$ cat src/rtl/sd_cmd_sender.sv
// ---------------------------------------------------------------------------
// sd_cmd_sender
//
// Byte-level SD-card command sequencer (SPI mode) sitting directly upstream
// of the spi_master byte engine. One start pulse drops chip-select, streams
// the 6-byte command frame (CRC7 computed on the fly), polls with 0xFF bytes
// until an R1 byte (bit7 = 0) arrives or MAX_POLL polls are spent, clocks a
// single trailing 0xFF byte and then releases chip-select with a done pulse.
//
// Parameters
//   MAX_POLL     maximum number of 0xFF poll bytes while waiting for R1 (1..255)
//
// Ports
//   I_clk        system clock, shared with spi_master
//   I_rst_n      asynchronous active-low reset
//   I_start      one-cycle command request, sampled only while idle
//   I_cmd_index  SD command number (latched at start)
//   I_arg        32-bit command argument (latched at start)
//   O_busy       high from the cycle after start acceptance until O_done
//   O_done       one-cycle completion pulse
//   O_r1         R1 response byte, valid from O_done until the next start
//   O_timeout    no R1 within MAX_POLL polls, valid like O_r1
//   O_cs_n       card chip-select, active low
//   O_spi_write  byte request to spi_master
//   O_spi_data   byte to transmit
//   I_spi_busy   spi_master busy flag (high out of reset and during a transfer)
//   I_spi_ready  spi_master received-byte valid
//   I_spi_data   received byte
//   O_spi_read   one-cycle acknowledge of the received byte
// ---------------------------------------------------------------------------
module sd_cmd_sender #(
    parameter int MAX_POLL = 8
) (
    input  logic        I_clk,
    input  logic        I_rst_n,
    input  logic        I_start,
    input  logic [5:0]  I_cmd_index,
    input  logic [31:0] I_arg,
    output logic        O_busy,
    output logic        O_done,
    output logic [7:0]  O_r1,
    output logic        O_timeout,
    output logic        O_cs_n,
    output logic        O_spi_write,
    output logic [7:0]  O_spi_data,
    input  logic        I_spi_busy,
    input  logic        I_spi_ready,
    input  logic [7:0]  I_spi_data,
    output logic        O_spi_read
);

    typedef enum logic [2:0] {
        ST_IDLE,
        ST_LOAD,
        ST_SEND,
        ST_ACK,
        ST_WAIT,
        ST_EVAL,
        ST_FINISH
    } state_e;

    // Which part of the command the current byte belongs to.
    typedef enum logic [1:0] {
        PH_FRAME,
        PH_POLL,
        PH_TRAILER
    } phase_e;

    localparam logic [7:0] MAX_POLL_B = 8'(MAX_POLL);
    localparam logic [2:0] LAST_FRAME = 3'd5;

    // CRC7 (x^7 + x^3 + 1) advanced by one byte, MSB first. Pure combinational
    // so the update costs no extra cycle when a frame byte is loaded.
    function automatic logic [6:0] crc7_byte(input logic [6:0] crc_in,
                                             input logic [7:0] data);
        logic [6:0] c;
        logic       fb;
        c = crc_in;
        for (int i = 7; i >= 0; i--) begin
            fb = c[6] ^ data[i];
            c  = {c[5:0], 1'b0} ^ (fb ? 7'h09 : 7'h00);
        end
        return c;
    endfunction

    state_e      state_q,    state_d;
    phase_e      phase_q,    phase_d;
    logic [2:0]  byte_cnt_q, byte_cnt_d;
    logic [7:0]  poll_cnt_q, poll_cnt_d;
    logic [5:0]  cmd_idx_q,  cmd_idx_d;
    logic [31:0] arg_q,      arg_d;
    logic [6:0]  crc_q,      crc_d;
    logic [7:0]  rx_q,       rx_d;
    logic        busy_q,     busy_d;
    logic        done_q,     done_d;
    logic [7:0]  r1_q,       r1_d;
    logic        timeout_q,  timeout_d;
    logic        cs_n_q,     cs_n_d;
    logic [7:0]  spi_data_q, spi_data_d;
    logic        spi_read_q, spi_read_d;

    logic [7:0]  frame_byte;

    // Frame byte selected by the byte counter. Byte 5 uses the CRC register,
    // which by then has absorbed bytes 0..4.
    always_comb begin
        frame_byte = 8'hFF;
        unique case (byte_cnt_q)
            3'd0:    frame_byte = {2'b01, cmd_idx_q};
            3'd1:    frame_byte = arg_q[31:24];
            3'd2:    frame_byte = arg_q[23:16];
            3'd3:    frame_byte = arg_q[15:8];
            3'd4:    frame_byte = arg_q[7:0];
            3'd5:    frame_byte = {crc_q, 1'b1};
            default: frame_byte = 8'hFF;
        endcase
    end

    // NOTE: state registers use non-blocking assignments only, so every
    // always_ff samples the values from before the clock edge.
    always_ff @(posedge I_clk or negedge I_rst_n) begin
        if (!I_rst_n) begin
            state_q    <= ST_IDLE;
            phase_q    <= PH_FRAME;
            byte_cnt_q <= '0;
            poll_cnt_q <= '0;
            cmd_idx_q  <= '0;
            arg_q      <= '0;
            crc_q      <= '0;
            rx_q       <= 8'hFF;
            busy_q     <= 1'b0;
            done_q     <= 1'b0;
            r1_q       <= 8'hFF;
            timeout_q  <= 1'b0;
            cs_n_q     <= 1'b1;
            spi_data_q <= 8'hFF;
            spi_read_q <= 1'b0;
        end else begin
            state_q    <= state_d;
            phase_q    <= phase_d;
            byte_cnt_q <= byte_cnt_d;
            poll_cnt_q <= poll_cnt_d;
            cmd_idx_q  <= cmd_idx_d;
            arg_q      <= arg_d;
            crc_q      <= crc_d;
            rx_q       <= rx_d;
            busy_q     <= busy_d;
            done_q     <= done_d;
            r1_q       <= r1_d;
            timeout_q  <= timeout_d;
            cs_n_q     <= cs_n_d;
            spi_data_q <= spi_data_d;
            spi_read_q <= spi_read_d;
        end
    end

    // NOTE: every signal written here gets its default first, so no path
    // through the case statement can leave one unassigned and infer a latch.
    always_comb begin
        state_d    = state_q;
        phase_d    = phase_q;
        byte_cnt_d = byte_cnt_q;
        poll_cnt_d = poll_cnt_q;
        cmd_idx_d  = cmd_idx_q;
        arg_d      = arg_q;
        crc_d      = crc_q;
        rx_d       = rx_q;
        busy_d     = busy_q;
        done_d     = 1'b0;
        r1_d       = r1_q;
        timeout_d  = timeout_q;
        cs_n_d     = cs_n_q;
        spi_data_d = spi_data_q;
        spi_read_d = 1'b0;

        unique case (state_q)
            ST_IDLE: begin
                if (I_start) begin
                    state_d    = ST_LOAD;
                    phase_d    = PH_FRAME;
                    busy_d     = 1'b1;
                    cs_n_d     = 1'b0;
                    timeout_d  = 1'b0;
                    byte_cnt_d = '0;
                    poll_cnt_d = '0;
                    crc_d      = '0;
                    cmd_idx_d  = I_cmd_index;
                    arg_d      = I_arg;
                end
            end

            ST_LOAD: begin
                if (phase_q == PH_FRAME) begin
                    spi_data_d = frame_byte;
                    if (byte_cnt_q < LAST_FRAME) begin
                        crc_d = crc7_byte(crc_q, frame_byte);
                    end
                end else begin
                    spi_data_d = 8'hFF;
                end
                state_d = ST_SEND;
            end

            // The write strobe itself is decoded combinationally below so it
            // can never coincide with a busy engine.
            ST_SEND: begin
                if (!I_spi_busy) begin
                    state_d = ST_ACK;
                end
            end

            // Busy rising proves spi_master took the byte.
            ST_ACK: begin
                if (I_spi_busy) begin
                    state_d = ST_WAIT;
                end
            end

            ST_WAIT: begin
                if (I_spi_ready) begin
                    rx_d       = I_spi_data;
                    spi_read_d = 1'b1;
                    state_d    = ST_EVAL;
                end
            end

            ST_EVAL: begin
                state_d = ST_LOAD;
                unique case (phase_q)
                    PH_FRAME: begin
                        // Bytes clocked in during the frame are ignored.
                        if (byte_cnt_q < LAST_FRAME) begin
                            byte_cnt_d = byte_cnt_q + 3'd1;
                        end else begin
                            phase_d = PH_POLL;
                        end
                    end
                    PH_POLL: begin
                        if (!rx_q[7]) begin
                            r1_d    = rx_q;
                            phase_d = PH_TRAILER;
                        end else if ((poll_cnt_q + 8'd1) == MAX_POLL_B) begin
                            timeout_d = 1'b1;
                            r1_d      = 8'hFF;
                            phase_d   = PH_TRAILER;
                        end else begin
                            poll_cnt_d = poll_cnt_q + 8'd1;
                        end
                    end
                    PH_TRAILER: begin
                        state_d = ST_FINISH;
                    end
                    default: begin
                        state_d = ST_FINISH;
                    end
                endcase
            end

            // Done, busy falling and CS rising all become visible together in
            // the following IDLE cycle, where a new start is already accepted.
            ST_FINISH: begin
                cs_n_d  = 1'b1;
                busy_d  = 1'b0;
                done_d  = 1'b1;
                state_d = ST_IDLE;
            end

            default: begin
                state_d = ST_IDLE;
            end
        endcase
    end

    assign O_busy      = busy_q;
    assign O_done      = done_q;
    assign O_r1        = r1_q;
    assign O_timeout   = timeout_q;
    assign O_cs_n      = cs_n_q;
    assign O_spi_data  = spi_data_q;
    assign O_spi_read  = spi_read_q;
    assign O_spi_write = (state_q == ST_SEND) && !I_spi_busy;

endmodule
$ cat config.mk
export PLATFORM = sky130hd
export DESIGN_NAME = sd_cmd_sender
export DESIGN_NICKNAME = d
export VERILOG_FILES = /design/src/rtl/sd_cmd_sender.sv
export SDC_FILE = /design/constraint.sdc
export NUM_CORES = 1
export LEC_CHECK = 0
export CAP_MARGIN = 40
export CELL_PAD_IN_SITES_DETAIL_PLACEMENT = 0
export CELL_PAD_IN_SITES_GLOBAL_PLACEMENT = 1
export CORE_UTILIZATION = 40
export DETAILED_ROUTE_END_ITERATION = 8
export DONT_BUFFER_PORTS = 1
export PLACE_DENSITY_LB_ADDON = 0.1
export SLEW_MARGIN = 40
export SYNTH_ARGS = -nofsm -noshare
export SYNTH_HDL_FRONTEND = slang
export SYNTH_SLANG_ARGS = --single-unit
$ cat constraint.sdc
create_clock -name I_clk -period 3.6 [get_ports I_clk]
set_input_delay 0.72 -clock I_clk [delete_from_list [all_inputs] [get_ports I_clk]]
set_output_delay 0.72 -clock I_clk [all_outputs]
set_load 0.005 [all_outputs]
# Word-level counts from Yosys, hierarchy flattened
# Cells that the tools add are included.
# op_classes
n_reduce_logical	19
n_mux	48
add_sub_neg	2
order_cmp	1
bitwise	16
eq_ne	29
# op_table
operator	n
2-to-1 mux 8 bit	7
bitwise XOR 7 x 4 -> 7 bit	8
one-hot mux 8 bit (6 select lines)	1
2-to-1 mux 4 bit	8
2-to-1 mux 3 bit	8
inequality test 2 bit, second input constant	12
2-to-1 mux 7 bit	3
one-hot mux 3 bit (6 select lines)	1
one-hot mux 8 bit (2 select lines)	1
== test 3 bit, second input constant	5
AND reduction 5 bit	3
one-hot mux 7 bit (2 select lines)	1
== test 3 x 2 -> 1 bit, second input constant	4
AND reduction 4 bit	3
adder 8 x 1 -> 8 bit, second input constant	1
== test 8 x 4 -> 1 bit, second input constant	1
2-to-1 mux 1 bit	8
2-to-1 mux 2 bit	4
one-hot mux 2 bit (2 select lines)	2
bitwise XOR 1 bit	8
== test 3 x 1 -> 1 bit, second input constant	2
zero test 3 bit	2
inequality test 3 bit, second input constant	2
one-hot mux 1 bit (2 select lines)	3
other kinds (13)	17
# totals
output_inout_bits	22
elab_cells	130
in_bits	51
regBits	90

# Depth between registers and ports, before layout
# Gate-level depths: netlist (run 1).
# depth
depth_word	29
depth_mapped	12
mapped_depth_nobuf	9

# Least setup slack after synthesis (run 1)
# No wires, ideal clock.
# synth_timing
path_type	register -> register
startpoint	reg byte_cnt_q[2]
endpoint	reg crc_q[3]
setup_time_ns	0.083
n_path_buf	3
t_arrival_ns	2.540
slack_ns	0.977
path_stages_with_launch	13
path_cell_list	dfrtp_1 -> buf_2 -> buf_1 -> inv_1 -> ha_1 -> clkbuf_1 -> a22oi_1 -> o211ai_1 -> nor2b_1 -> nor4_2 -> xnor2_1 -> or3_1 -> o21ai_0
# synth_via
elab_chain_len	17
elab_cells_between_ends	29
# synth_rtl
element	line	rtl
start, declared	88	logic [2:0] byte_cnt_q, byte_cnt_d;
start signal, assigned	141	byte_cnt_q <= byte_cnt_d;
== test 3 bit (tied with other cells)	108	unique case (byte_cnt_q)
one-hot mux 8 bit (6 select lines)	108	
bitwise XOR 1 bit	80	fb = c[6] ^ data[i];
2-to-1 mux 4 bit	81	c = {c[5:0], 1'b0} ^ (fb ? 7'h09 : 7'h00);
bitwise XOR 7 x 4 -> 7 bit (4 in series)	81	
bitwise XOR 1 bit / bitwise XOR 7 x 4 -> 7 bit (equally long branches)	80, 81	
2-to-1 mux 4 bit / bitwise XOR 7 x 4 -> 7 bit (equally long branches)	81	
bitwise XOR 7 x 4 -> 7 bit	81	
bitwise XOR 7 x 4 -> 7 bit / bitwise XOR 1 bit (equally long branches)	81, 80	
bitwise XOR 7 x 4 -> 7 bit / 2-to-1 mux 4 bit (equally long branches)	81	
bitwise XOR 7 x 4 -> 7 bit	81	
2-to-1 mux 7 bit	195	if (byte_cnt_q < LAST_FRAME) begin
2-to-1 mux 7 bit	193	if (phase_q == PH_FRAME) begin
one-hot mux 7 bit (2 select lines)	176	unique case (state_q)
end signal, assigned	145	crc_q <= crc_d;
end, declared	92	logic [6:0] crc_q, crc_d;
# Several ways; a longest one is shown, not always the timed one. The select of a mux whose other input is x is not followed.
# A chain may end at the register's enable or synchronous reset.

# Worst setup path in the final report (run 1)
# layout_timing
startpoint	reg byte_cnt_q[1]
endpoint	reg crc_q[4]
# layout_via
elab_chain_len	15
elab_cells_between_ends	25
# layout_rtl
element	line
== test 3 bit (tied with other cells)	108
one-hot mux 8 bit (6 select lines)	108
bitwise XOR 1 bit	80
2-to-1 mux 4 bit	81
bitwise XOR 7 x 4 -> 7 bit (4 in series)	81
bitwise XOR 1 bit	80
2-to-1 mux 4 bit	81
bitwise XOR 7 x 4 -> 7 bit (2 in series)	81
2-to-1 mux 7 bit	195
2-to-1 mux 7 bit	193
one-hot mux 7 bit (2 select lines)	176
# Several ways; a longest one is shown, not always the timed one. The select of a mux whose other input is x is not followed.

==> reports/results.ini, run 1 <==
[synthesis]
synth_nets=525
synth_flop_cell=dfrtp_1
seq_area_frac_synth_pct=51.9
synth.avg_cell_area_um2=9.42
netlist_area_um2=4400
synth_largest_area_cell=dfrtp_1
synthArstFlopShare_pct=100
synth-warning-count=0
synth-seq-cells=90
synth_edf_count=0
synth_most_common_cell=nand2_1
yosysUniqueCellTypes=55
synth_top_area_share_pct=37.0
synthTopCellsByArea=dfrtp_1 (37%), dfstp_2 (15%), nand2_1 (12%)
synthCells=467
synth_common_cells=nand2_1 (144), dfrtp_1 (65), a21oi_1 (27), dfstp_2 (25), o21ai_0 (23)

[routing]
via_per_inst=5.35
remaining_drc_errors=0
drtIter0Drc=111
routed_wl_um=9990
vias=3201
ant_nets=0
dr.pass1.iters=4
wl_per_cell_um=16.7

[timing]
fin_crit_ps=2840
finClkSkew_ps=6.34
setup_tns_ps=0
final.setup.worst_slack_ps=765
setup_violations=0
min_period_over_period_pct=78.8
slew_headroom_pct=56.4
fmaxAchievable_mhz=353
drv_slew=0
hold_viol_final=0
tightestPinTransition_ps=647
rsz0062_at_grt=no

[global_route]
grt-busiest-layer=met2
use_met2_pct=28.2
grt_overflow=0
grt_max_degree=91
gr-usage-met1_pct=27.5
first_global_vias=3189
grtUsageMet3_pct=4.56
antenna_found_initial=0
grtUsageTotal_pct=19.1
grt_pass1_wl_um=16700

[die]
fp.coreArea_um2=10500
die-area_um2=11400
die_width_um=107
die_y_um=107
initial_core_util_pct=41.9
pin_count=73
rows=37

[cells_and_area]
antenna-diode-count=0
drive_above_1_share_pct=14.7
multi_input_area_um2=1970
fin_nets=515
fill_cells=1056
seqCellArea_um2=2280
area_delta_synth_final_pct=6.94

[critical_path]
cp_slowest_stage_delay_ps=590
setup.worst_path.class=flop to flop
cp.arrival_ps=3060
critical_path_required_ps=3820
crit_chain=inv_1, ha_1, a221oi_1, a21oi_1, a221oi_1, xnor2_1, xnor2_1, xor2_1, o21ai_0
critPathMaxFanout=13
critPathLaunchType=flop
crit_path_end_kind=flop
cp_slowest_cell=dfrtp_1

[pwr]
p_leak_nw=2.13
power_density_nw_per_um2=835
ir_drop_mv=0.297

[clock_tree]
cts_resized=0
clock-root-buffer=clkbuf_8
insertion_delay_ps=360
cts_tree=yes
htreeDepth=3
path_clk_slew_ps=100
cts.path.max_buffers=2
cts_sinks=90
cts_inserted_buffers=9
holdBufCountCts=0
post_cts_buffers=0

[placement]
place_ws_ps=817
post-dp-hpwl_um=6960
gp_congestion=0.795
numPortBuffers=0

[outcome]
status=finished, final reports clean

[flow_run]
drv_cap=0

[hold_path]
hp-class=primary input to async pin

[power breakdown]
group          leakage [nW]  internal [W]  switching, W
combinational         0.932      0.000616      0.000820
clock                 0.105      0.000307      0.000394
sequential             1.09       0.00147      0.000322
total                  2.13       0.00239       0.00154
[per-layer routing]
layer	vias to the layer above	share of wire, %	routed length [µm]
li1	1567	-	-
met5	-	0	0
met4	0	1.2	115
met3	9	5.1	507
met2	78	45	4460
met1	1547	49	4910
[flip-flops by register name, summed over array words and instances (netlist names)]
name        cells
arg_q          32
O_r1            8
O_spi_data      8
poll_cnt_q      8
rx_q            8
crc_q           7
cmd_idx_q       6
byte_cnt_q      3
state_q         3
phase_q         2
O_busy          1
O_cs_n          1
O_done          1
O_spi_read      1
O_timeout       1
[cell type report]
type                       instances  share of cell area (%)
multi-input combinational        339                    41.8
sequential                        90                    48.5
clock inverter                     6                    1.12
timing repair buffer               5                   0.798
inverter                          12                   0.957
tap                              136                    3.62
clock buffer                      10                    3.16
[path summary, 6_finish.rpt]
kind	depth (start not counted)	slack [ps]	end	from
max in group asynchronous	0	3360	O_r1[4]	I_rst_n
worst min-delay path	0	40	poll_cnt_q[7]	I_rst_n
worst min register to register	2	480	cmd_idx_q[3]	cmd_idx_q[3]
worst max register to register	9	760	crc_q[4]	byte_cnt_q[1]
worst max-delay path	9	760	crc_q[4]	byte_cnt_q[1]
min in group I_clk	2	450	cmd_idx_q[0]	I_cmd_index[0]
[layout by cell type (no fill, tap or decap), types with 5 or more instances in the layout]
master,netlist,routed
nand2_1,144,144
dfrtp_1,65,65
a21oi_1,27,27
dfstp_2,25,25
o21ai_0,23,23
nor2_1,20,20
inv_1,12,12
xnor2_1,12,12
mux2_2,11,11
clkbuf_8,0,9
nand3b_1,7,7
a22oi_1,7,7
o22a_1,7,7
ha_1,7,7
xor2_1,5,5
buf_4,0,5
[metrics by stage]
stage	power, W	utilization, %	instance area [µm²]	hold WS (ps)	cells
after detailed placement	0.00326	42.9	4500	427	582
after global routing	0.00426	44.8	4700	9.68	598
after floorplan	0.00287	-	4400	424	467
after global placement	0.00323	42.9	4500	427	582
final	0.00393	44.8	4700	35.4	598
after CTS	0.00398	44.8	4700	12.6	598
[worst max-delay path, delay by kind of cell (launching register included)]
| kind | cells | cell delay, ps |
|---|---|---|
| AOI/OAI and AO/OA | 4 | 1030 |
| buffers and inverters | 1 | 160 |
| xor gates and xnor gates | 3 | 550 |
| adders and majority gates | 1 | 370 |
| DFF | 1 | 590 |
[cells by family (layout without fill, tap and decap cells)]
family | after synthesis | in the layout | synth area share, %
AND/OR/NAND/NOR | 204 | 204 | 20.4
AO/OA/AOI/OAI | 95 | 95 | 14.6
flip-flops | 90 | 90 | 51.9
buffers and inverters | 38 | 33 | 3.53
XOR/XNOR | 17 | 17 | 3.38
multiplexers | 16 | 16 | 4.24
adder cells (fa/ha/maj) | 7 | 7 | 1.99
Power figures use the tool's default switching activity.
==> run 2: changes to the inputs <==
clock period = 2.4 ns   (was 3.6 ns; I/O delays follow)
==> run 2 against run 1 <==
Net effect: the run now ends with hold timing left; critical endpoint is now crc_q[6]; setup slack got worse by 710 ps; combinational power up 83%; via count increased by 2.4%; clock power grew 46%.
==> reports/results.ini, run 2 (synthesis results as in run 1) <==
[cells_and_area]
fin_nets=542
area_delta_synth_final_pct=14.5
seqCellArea_um2=2290
largest_register_ffs=32
final_common_cell=nand2_1
fill_cells=1010
final_area_um2=5040
multi_input_area_um2=2090
max_flop_register=arg_q
drive_above_1_share_pct=23.3
finalCoreUtilization_pct=47.9
antenna-diode-count=0
mostFrequentLayoutCells=nand2_1 (144), dfrtp_1 (63), buf_4 (31), a21oi_1 (26), dfstp_2 (25)

[pwr]
ir_drop_mv=0.483
power_density_nw_per_um2=1250
p_leak_nw=2.29

[timing]
drv_slew=0
tightestPinTransition_ps=654
hold_viol_final=82
slew_headroom_pct=56.0
min_period_over_period_pct=97.8
setup_violations=0
fin_crit_ps=2350
fmaxAchievable_mhz=426
holdWs_ps=-205
finClkSkew_ps=16.5
rsz0062_at_grt=yes

[critical_path]
setup.worst_path.class=flop to flop
crit_path_end_kind=flop
rrSetupSlack_ps=50
critPathMaxFanout=5
critical_path_required_ps=2650
cp.arrival_ps=2600
critPathLaunchType=flop

[clock_tree]
clock-root-buffer=clkbuf_8
cts.path.max_buffers=2
path_clk_slew_ps=100
htreeDepth=3
cts_inserted_buffers=9
cts_sinks=90
cts_tree=yes
insertion_delay_ps=370

[routing]
routed_wl_um=10300
dr.pass1.iters=4
ant_nets=0
via_per_inst=5.24
vias=3277
wl_per_cell_um=16.5
drtIter0Drc=148
remaining_drc_errors=0

[die]
die-area_um2=11400
fp.coreArea_um2=10500
pin_count=73
die_width_um=107
die_y_um=107
rows=37
initial_core_util_pct=41.9

[outcome]
violations=hold timing
status=finished, violations left

[global_route]
grt_pass1_wl_um=16800
grt_max_degree=91
grt_overflow=0
grtUsageTotal_pct=19.2
first_global_vias=3307
antenna_found_initial=0

[placement]
post-dp-hpwl_um=7220
numPortBuffers=0
gp_congestion=0.761
dpl_cell_area_um2=4690

[hold_path]
hp-class=primary input to async pin

[flow_run]
drv_cap=0

## run 2: cell types whose count changed in the layout (fill, tap and decap cells not counted), moves of 2 or more
| cell | before | now |
|---|---|---|
| buf_4 | 5 | 31 |
| ha_1 | 7 | 2 |
| ha_4 | 0 | 5 |
| a221oi_1 | 4 | 2 |
| a221oi_2 | 0 | 2 |
| dfrtp_1 | 65 | 63 |
| dfrtp_2 | 0 | 2 |
| inv_1 | 12 | 10 |
| inv_2 | 0 | 2 |
| inv_8 | 1 | 3 |
| o21ai_0 | 23 | 21 |
| o21ai_1 | 1 | 3 |
| xnor2_1 | 12 | 10 |
| xnor2_2 | 0 | 2 |
## run 2: layer usage
layer | track usage (%) | routed length [µm] | vias up
li1 | - | - | 1616
met1 | 27.4 | 5080 | 1580
met2 | 29.3 | 4690 | 70
met3 | 4.07 | 383 | 11
met4 | 5.48 | 136 | 0
met5 | 0 | 0 | -
## run 2: layout make-up
class,instances,share of cell area [%]
Clock buffer,9,2.46
Clock inverter,7,1.32
Inverter,12,0.894
Multi-Input combinational cell,339,41.6
Sequential cell,90,45.4
Tap cell,136,3.38
Timing Repair Buffer,32,5.02
## run 2: critical path, cell delays in order, from the launching register on
cell      delay (ps)
dfrtp_2          460
ha_4             180
ha_4             170
a22oi_2          140
o211ai_1         200
nor4b_2          470
nor4_4           100
buf_4            170
xnor2_2          130
a21oi_1          130
o22ai_1           80
## run 2: report_power, final
| group | internal [W] | switching (W) | total [W] |
|---|---|---|---|
| combinational | 0.00125 | 0.00139 | 0.00264 |
| clock | 0.000408 | 0.000612 | 0.00102 |
| sequential | 0.00221 | 0.000422 | 0.00263 |
## run 2: through the flow
step	total power (W)	setup TNS [ps]	setup WS (ps)	std cells
2_1_floorplan	0.00430	-6.03	-6.03	467
3_3_place_gp	0.00501	-180	-107	605
3_5_place_dp	0.00507	-423	-154	605
4_1_cts	0.00612	-101	-70.7	621
5_1_grt	0.00682	-187	-81.9	625
6_report	0.00629	0	52.2	625
## run 2: worst paths after layout
| kind | endpoint | cells after the start | start |
|---|---|---|---|
| max | crc_q[6] | 10 | byte_cnt_q[0] |
| min | poll_cnt_q[7] | 0 | I_rst_n |
| max reg2reg | crc_q[6] | 10 | byte_cnt_q[0] |
| min reg2reg | arg_q[3] | 2 | arg_q[3] |
| max in group asynchronous | O_spi_data[0] | 0 | I_rst_n |
| min in group I_clk | rx_q[7] | 2 | I_spi_data[7] |
## run 2: repair_timing
action | CTS | global route
buffers inserted | 0 | 4
endpoints found under the hold margin | 90 | 90
pin swaps | 0 | 6
setup endpoints to repair | 5 | 14
gates resized for setup | 4 | 24
